<file path="src/rtl/sprite_plotter.sv">
// Square sprite plotter: scans a SIZE x SIZE block row-major from a
// latched top-left corner, emitting one VGA pixel write per cycle.
module sprite_plotter #(
   parameter int unsigned SIZE = 4,
   parameter logic [2:0] FG_COLOUR = 3'b111,
   parameter logic [2:0] BG_COLOUR = 3'b000
) (
   input  logic       clk,
   input  logic       reset,
   input  logic       start,
   input  logic       s_color,
   input  logic [7:0] xpos,
   input  logic [6:0] ypos,
   output logic       busy,
   output logic       done,
   output logic [7:0] vga_x,
   output logic [6:0] vga_y,
   output logic [2:0] vga_colour,
   output logic       vga_plot
);

   localparam int unsigned CW = $clog2(SIZE);
   localparam logic [CW-1:0] LAST = CW'(SIZE - 1);

   typedef enum logic [1:0] {
      IDLE = 2'd0,
      DRAW = 2'd1,
      DONE = 2'd2
   } state_t;

   state_t        state;
   logic [7:0]    x0;
   logic [6:0]    y0;
   logic [2:0]    col;
   logic [CW-1:0] cx;
   logic [CW-1:0] cy;
   logic [8:0]    sx;
   logic [7:0]    sy;
   logic          clip;

   // Sequencer: latch the request in IDLE, scan row-major in DRAW,
   // one DONE cycle, then back to IDLE. Latched values are frozen
   // until the next accepted start.
   always_ff @(posedge clk) begin
      if (reset) begin
         state <= IDLE;
         x0    <= '0;
         y0    <= '0;
         col   <= BG_COLOUR;
         cx    <= '0;
         cy    <= '0;
      end else begin
         case (state)
            IDLE: begin
               if (start) begin
                  x0    <= xpos;
                  y0    <= ypos;
                  col   <= s_color ? FG_COLOUR : BG_COLOUR;
                  cx    <= '0;
                  cy    <= '0;
                  state <= DRAW;
               end
            end
            DRAW: begin
               if (cx == LAST) begin
                  cx <= '0;
                  if (cy == LAST) begin
                     cy    <= '0;
                     state <= DONE;
                  end else begin
                     cy <= cy + 1'b1;
                  end
               end else begin
                  cx <= cx + 1'b1;
               end
            end
            DONE: state <= IDLE;
            default: state <= IDLE;
         endcase
      end
   end

   // Wide sums so pixels falling off the right/bottom edge are detected
   // rather than wrapping back onto the screen.
   always_comb begin
      sx   = {1'b0, x0} + 9'(cx);
      sy   = {1'b0, y0} + 8'(cy);
      clip = (sx > 9'd159) || (sy > 8'd119);
   end

   assign busy       = (state == DRAW);
   assign done       = (state == DONE);
   assign vga_x      = busy ? sx[7:0] : x0;
   assign vga_y      = busy ? sy[6:0] : y0;
   assign vga_colour = col;
   assign vga_plot   = busy && !clip;

endmodule

</file>
<file path="config.mk">
export PLATFORM = sky130hd
export DESIGN_NAME = sprite_plotter
export DESIGN_NICKNAME = d
export VERILOG_FILES = /design/src/rtl/sprite_plotter.sv
export SDC_FILE = /design/constraint.sdc
export NUM_CORES = 1
export LEC_CHECK = 0
export CAP_MARGIN = 20
export CORE_MARGIN = 5
export CORE_UTILIZATION = 46
export DETAILED_ROUTE_END_ITERATION = 12
export PLACE_DENSITY = 0.79
export SYNTH_ARGS = -nofsm -noshare
export SYNTH_HDL_FRONTEND = slang
export SYNTH_SLANG_ARGS = --single-unit
</file>
<file path="constraint.sdc">
create_clock -name clk -period 2.8 [get_ports clk]
set_clock_uncertainty 0.1 [all_clocks]
set_input_delay 0.56 -clock clk [delete_from_list [all_inputs] [get_ports clk]]
set_output_delay 0.56 -clock clk [all_outputs]
set_load 0.03 [all_outputs]
</file>
==> summary.md <==
| Metric | Value |
|---|---|
| Syn Area/Cell | about 7.8 um2 |
| Share of flip-flops with an asynchronous set or reset | 0% |
| Synthesized cell area | between 0.001 and 0.0015 mm2 |
| CP Launch Type | register |
| Root Buffer | clkbuf_4 |
| Pre-CTS WS | around 0.021 ns |
| Number of flops mapped to enable cells by yosys | 0 |
| Clock share of power | between 20% and 30% |
| Largest family of logic cells by synthesized area | simple AND/OR/NAND/NOR gates |
| I/O Buffers | 39 |
| Core Util, Final | 63.9% |
| DR vias | about 1200 |
| Slew @ Worst Pin | between 0.8 and 0.9 ns |
| CP delay by family, top | adder cells |
| Post-synthesis mux area share | 0% |
| Skew-Pair Late Insertion Delay | roughly 0.30 ns |
| WL per Instance | 13.9 um |
| CTS tree | yes |
| Nets@finish | 230 |
| Unrepaired setup endpoints after global routing | yes |
| WP data arrival | 2.09 ns |
| Fin Hold WS | roughly 0.40 ns |
| Tcrit/Tclk final | a little over nine tenths |
| Sw Pwr | ~0.00022 W |
| Multi-input logic area | between 800 and 900 um2 |
| Final Hold Viols | 0 |
| DRC viols | 0 |
| Commonest non-fill, non-tap cells in the layout | 52 x nand2_1, 23 x clkdlybuf4s50_1, 21 x a21oi_1 |
| Initial antenna violation count | 0 |
| Slew Limit Fails | 0 |
| Max Cap Viol | 0 |
| Crit Path Class | reg2out |
| Antenna viol nets, final | 0 |
| CTS buffer count | 3 |
| HPWL after DPL | ~2400 um |
| Clk pin slew, worst setup/hold paths | 0.12 ns |
| LEAKAGE | 0.779 nW |
| Final Worst Setup Slack | 0.0512 ns |
| Final WL | about 3200 um |
| Crit path largest cell delay | between 0.3 and 0.4 ns |
| Worst reg-to-reg setup slack | roughly 1.2 ns |
| Leading cell type in the layout, fill and taps excluded | nand2_1 |
| Chip Height | 62.8 um |
| Compound-Gate Fraction of Synth Area | ~13% |
| CP max-delay cell | fa_2 |
| Die W | 62.8 um |
| Core area | 0.00271 mm2 |
| Rel. slew slack | approximately 44% |
| H-tree depth | 1 |
| Layout cell share with drive strength beyond 1 | 12.4% |
| Main flop type after synthesis | dfxtp_1 |
| Crit-path cells | ha_4, fa_2, nand2b_4, o311a_4, a311oi_2, buf_4 |
| Sequential share of power | between 50% and 60% |
| Global-route wire length before repair | around 5500 um |
| Rows | 19 |
| Final Setup Violations | 0 |
| Synth-to-layout area growth | 35.4% |
| Clock Tree Buf Depth | 2 |
| Inst Count DP | approximately 230 |
| Drt pass-1 iters | 4 |
| FILL cells | approximately 250 |
| Fin area | between 0.0015 and 0.002 mm2 |
| Worst vdd ir | 0.000331 V |
| CP Buf/Inv Count | 1 |
| Pint | between 0.0004 and 0.0005 W |
| Cell variety after synth | 32 |
| Congestion Overflow GR | 0 |
| HP Class | reg2reg |
| Post-synthesis xor/xnor area fraction | about 7.5% |
| Switching part of the total power | between 30% and 40% |
| Synthesized net count | 191 |
| Largest net degree at the start of global routing | 23 |
| Routability cong. | 0.803 |
| Placed inst area | around 0.0017 mm2 |
| Non-Filler Instances | approximately 230 |
| Synth Area in Adders | under 10% |
| Vias in the first global route | between 1000 and 1500 |
| CP max FO | 4 |
| Fmax | about 360 MHz |
| Sequential cell area | between 400 and 500 um2 |
| Synth Area in Simple Gates | approximately a third |
| Total GRT Usage | between 15 and 20% |
| Comb pwr share | about 27% |
| Minimum clock period | between 2 and 3 ns |
| #FFs+latches synth | 22 |
| CP required | approximately 2.1 ns |
| Power Density | roughly 390 mW/mm2 |
| Initial drt markers | 81 |
| Clk sinks | 22 |
| Die area | a little under 0.004 mm2 |
| Synth warn | 0 |
| ANT cells | 0 |
| IO Pins | 40 |
| Status | finished clean |
| Vias per cell | approximately 5.2 |
| Sequential share of the synthesized area | around a third |
| CP Capture Type | output port |
| Initial Utilization | 47.2% |
| Gate Count Post-Synth | 164 |
[through the flow]
step	TNS (ns)	power, W
after floorplan	0	0.000469
after global placement	0	0.000542
after detailed placement	0	0.000548
after CTS	0	0.000684
after global routing	-0.0149	0.000719
final	0	0.000679
[timing repair]
action                                  in CTS  in global routing
buffers inserted                             2                  0
hold buffers                                 0                  0
endpoints found under the setup margin      13                 11
pin swaps                                    3                  0
gates resized for setup                     16                 15
[tightest hold or removal path, cell delays in order (launching register included)]
cell	delay, ns
dfxtp_1	0.35
nand2_1	0.06
a21oi_1	0.06
[area by class of cell]
class	instances	share of cell area, %
clock buffers	3	1.30
multi-input cells	131	47.0
well taps	31	2.24
repair buffers	43	23.5
flip-flops and latches	22	25.6
inverters	2	0.433
[synth_stat cells (2+ instances only)]
cell type	count	area share, %
xor2_1	3	2.1
nand3_1	5	2.0
nand4_1	3	1.5
nor3_1	3	1.2
a32oi_1	2	1.4
nor2b_1	2	0.98
nor2_1	9	2.6
clkbuf_1	2	0.59
nand2b_4	2	2.2
xnor2_1	8	5.5
buf_2	2	0.78
ha_1	6	5.9
nand2_1	52	15
buf_4	5	2.9
a21oi_1	21	8.2
dfxtp_1	22	34
fa_1	2	3.1
[flip-flops by register name (all words and copies together) (netlist names)]
signal,cells
x0,8
y0,7
cx,2
cy,2
state,2
vga_colour,1
[worst paths after layout]
check             cells after the start      from  endpoint
hold reg to reg                       2     y0[0]     y0[0]
setup reg to reg                      6  state[0]     cy[0]
hold / removal                        2     y0[0]     y0[0]
setup / recovery                      6     x0[0]  vga_plot
[layer usage]
metal,track usage [%],routed length [um]
met4,4.24,13
met3,4.32,140
met1,19.2,1380
met5,0,0
met2,30.1,1700
[cells by family (layout without fill, tap and decap cells)]
kind of cell,after synthesis,after routing
xor+xnor,11,11
flops,22,22
compound gates,28,28
simple gates,84,84
buf+inv,11,48
fa+ha+maj,8,8
[power groups by stage]
stage                     Combinational [W]  Clock (W)  Sequential [W]
after floorplan                    0.000113          0        0.000356
after global placement             0.000183          0        0.000359
after detailed placement           0.000187          0        0.000361
after CTS                          0.000185   0.000144        0.000354
after global routing               0.000202   0.000160        0.000358
final                              0.000184   0.000140        0.000355
(Power assumes the default switching activity.)
==> edit (same settings) <==
Set the parameter `SIZE` to 8 (it was 4).
--- a/src/rtl/sprite_plotter.sv
+++ b/src/rtl/sprite_plotter.sv
@@ -2,5 +2,5 @@
 // latched top-left corner, emitting one VGA pixel write per cycle.
 module sprite_plotter #(
-   parameter int unsigned SIZE = 4,
+   parameter int unsigned SIZE = 8,
    parameter logic [2:0] FG_COLOUR = 3'b111,
    parameter logic [2:0] BG_COLOUR = 3'b000
Function: changed (a bounded check fails within 10 cycles, from zero or initial values and one cycle with reset high).
==> edit against the unedited design <==
The flow now finishes with violations (setup timing); setup slack worse by 120 ps; cell count increased by 18%; critical path depth rose by 2; count of clock-buffer cells in the layout unchanged; routed wire length grew 10%; fmax fell by 4.1%; sequential share of layout area shrank 0.98 points; area after synthesis increased by 12%; sequential cell count increased by 2; total power grew 21%; cell area grew 15%; via count increased by 17%.
==> edit: results (changes against the unedited design) <==
| Metric | Value |
|---|---|
| Gr usage total | `0.166 (-0.000580)` |
| Hold_sp | `x0[2]` |
| Syn Area/Cell | `7.78 um2 (-0.33%)` |
| Top cells by count, synth | `nand2_1, dfxtp_1, a21oi_1` |
| Setup Buffers After CTS | `1 (-1)` |
| Met2 wire length | `1760 um (+3.9%)` |
| Placer Congestion | `0.840 (+4.6%)` |
| Final setup violation count | `1 (+1)` |
| Count of different cell masters after synthesis | `33 (+3.1%)` |
| Fill count | `259 (+2.0%)` |
| Setup tns final | `-67.7 ps (-67.7 ps)` |
| PortBufs | `39 (unchanged)` |
| Worst VDD drop | `0.000365 V (+10%)` |
| PostCTS Resize Cnt | `18 (+2)` |
| Seq/Total Area, Yosys | `0.336 (-0.00842)` |
| Worst R2R Setup Slack | `1250 ps` |
| First-pass GRT wire length | `5630 um (+2.0%)` |
| Launch point of the worst reg-to-reg path | `cx[0]` |
| Clock buffer depth | `2 (unchanged)` |
| Avg Vias per Cell | `5.19 (-0.33%)` |
| Detailed placer's ending HPWL | `2440 um (+0.20%)` |
| Nets | `261 (+13%)` |
| Max_slew headroom | `0.555 (+0.111)` |
| Routed met1 length | `1550 um (+12%)` |
| Antenna violations before repair | `0 (unchanged)` |
| GR Util met1 | `0.200 (+0.00790)` |
| Clk_lat worst skew | `310 ps` |
| Layout cells sized above 1 | `0.192 (+0.0678)` |
| Met3 global-route usage | `0.0391 (-0.00405)` |
| Largest net degree at the start of global routing | `25 (+8.7%)` |
| Met3 wire length | `222 um (+59%)` |
| Leak | `0.860 nW (+10%)` |
| Vias in the first global route | `1295 (+4.2%)` |
| Synth Net Count | `215 (+13%)` |
| WL/cell | `13.0 um (-6.4%)` |
| Placed Instances | `264 (+16%)` |
| Final worst slack | `-67.7 ps (-119 ps)` |
| Status | `finished, violations left` |
| Final Instance Area | `2000 um2 (+15%)` |
| Cell Area, Placed | `1860 um2 (+11%)` |
| CTS Buf Count | `3 (unchanged)` |
| Violations in the final reports | `setup timing` |
| Pre-CTS WS | `15.1 ps (-6.08 ps)` |
| R2R cell count | `6 (unchanged)` |
| Vias | `1418 (+17%)` |
| Area contributors post-synth | `dfxtp_1, nand2_1, ha_1` |
| Number of antenna cells inserted | `0 (unchanged)` |
| M2 GR Usage | `0.298 (-0.00265)` |
| Final slew viol count | `0 (unchanged)` |
| Hold slack | `388 ps (-13.4 ps)` |
| Iteration-0 DRC Markers | `73 (-9.9%)` |
| End of the worst hold path | `x0[2]` |
| GR peak layer | `met2` |
| Grt ovf | `0 (unchanged)` |
| CP arrival | `2210 ps (+120 ps)` |
edit: changes by cell type after synthesis, sizes merged, moves of 3 or more:
cell | unedited run | this run
xor2 | 3 | 8
nor2 | 9 | 13
o21ai | 1 | 4
xnor2 | 8 | 3
ha | 6 | 10
a21oi | 21 | 24
edit: worst max-delay path, stage by stage, from the launching register on:
cell and delay [ps]:
dfxtp_4 400, ha_4 140, inv_2 40, fa_2 380
nand2b_4 160, a221oi_2 230, o211ai_1 150, a311oi_2 200
buf_4 200
edit: worst max-delay path by stage:
stage / slack [ps] / startpoint / cells after the start / to
6_report: -70 / cy[0] / 8 / vga_plot
5_1_grt: -180 / cy[0] / 8 / vga_plot
4_1_cts: -90 / cy[0] / 8 / vga_plot
3_5_place_dp: 20 / x0[0] / 6 / vga_x[6]
3_3_place_gp: 50 / x0[0] / 6 / vga_x[6]
2_1_floorplan: 70 / x0[0] / 6 / vga_plot
edit: kinds of logic (layout without fill, tap and decap cells):
| family | Yosys count | after routing | share of synthesized area |
|---|---|---|---|
| AOI/OAI and AO/OA | 39 | 39 | 0.171 |
| adders and majority gates | 12 | 12 | 0.115 |
| and+or+nand+nor | 85 | 85 | 0.267 |
| buffers and inverters | 13 | 58 | 0.0428 |
| DFF | 24 | 24 | 0.336 |
| xor gates and xnor gates | 11 | 11 | 0.0673 |
edit: area by class of cell:
type                            count  share of cell area
Clock buffer                        3              0.0113
Clock inverter                      1              0.0150
Tap cell                           44              0.0276
Inverter                            4             0.00752
Sequential cell                    24               0.246
Multi-Input combinational cell    147               0.475
Timing Repair Buffer               50               0.218
edit: report_power, final:
part	leakage, nW	internal, mW	total, mW	switching, mW
sequential	0.199	0.358	0.381	0.0238
clock	0.0279	0.145	0.248	0.103
combinational	0.634	0.0847	0.195	0.110
total	0.860	0.587	0.824	0.237
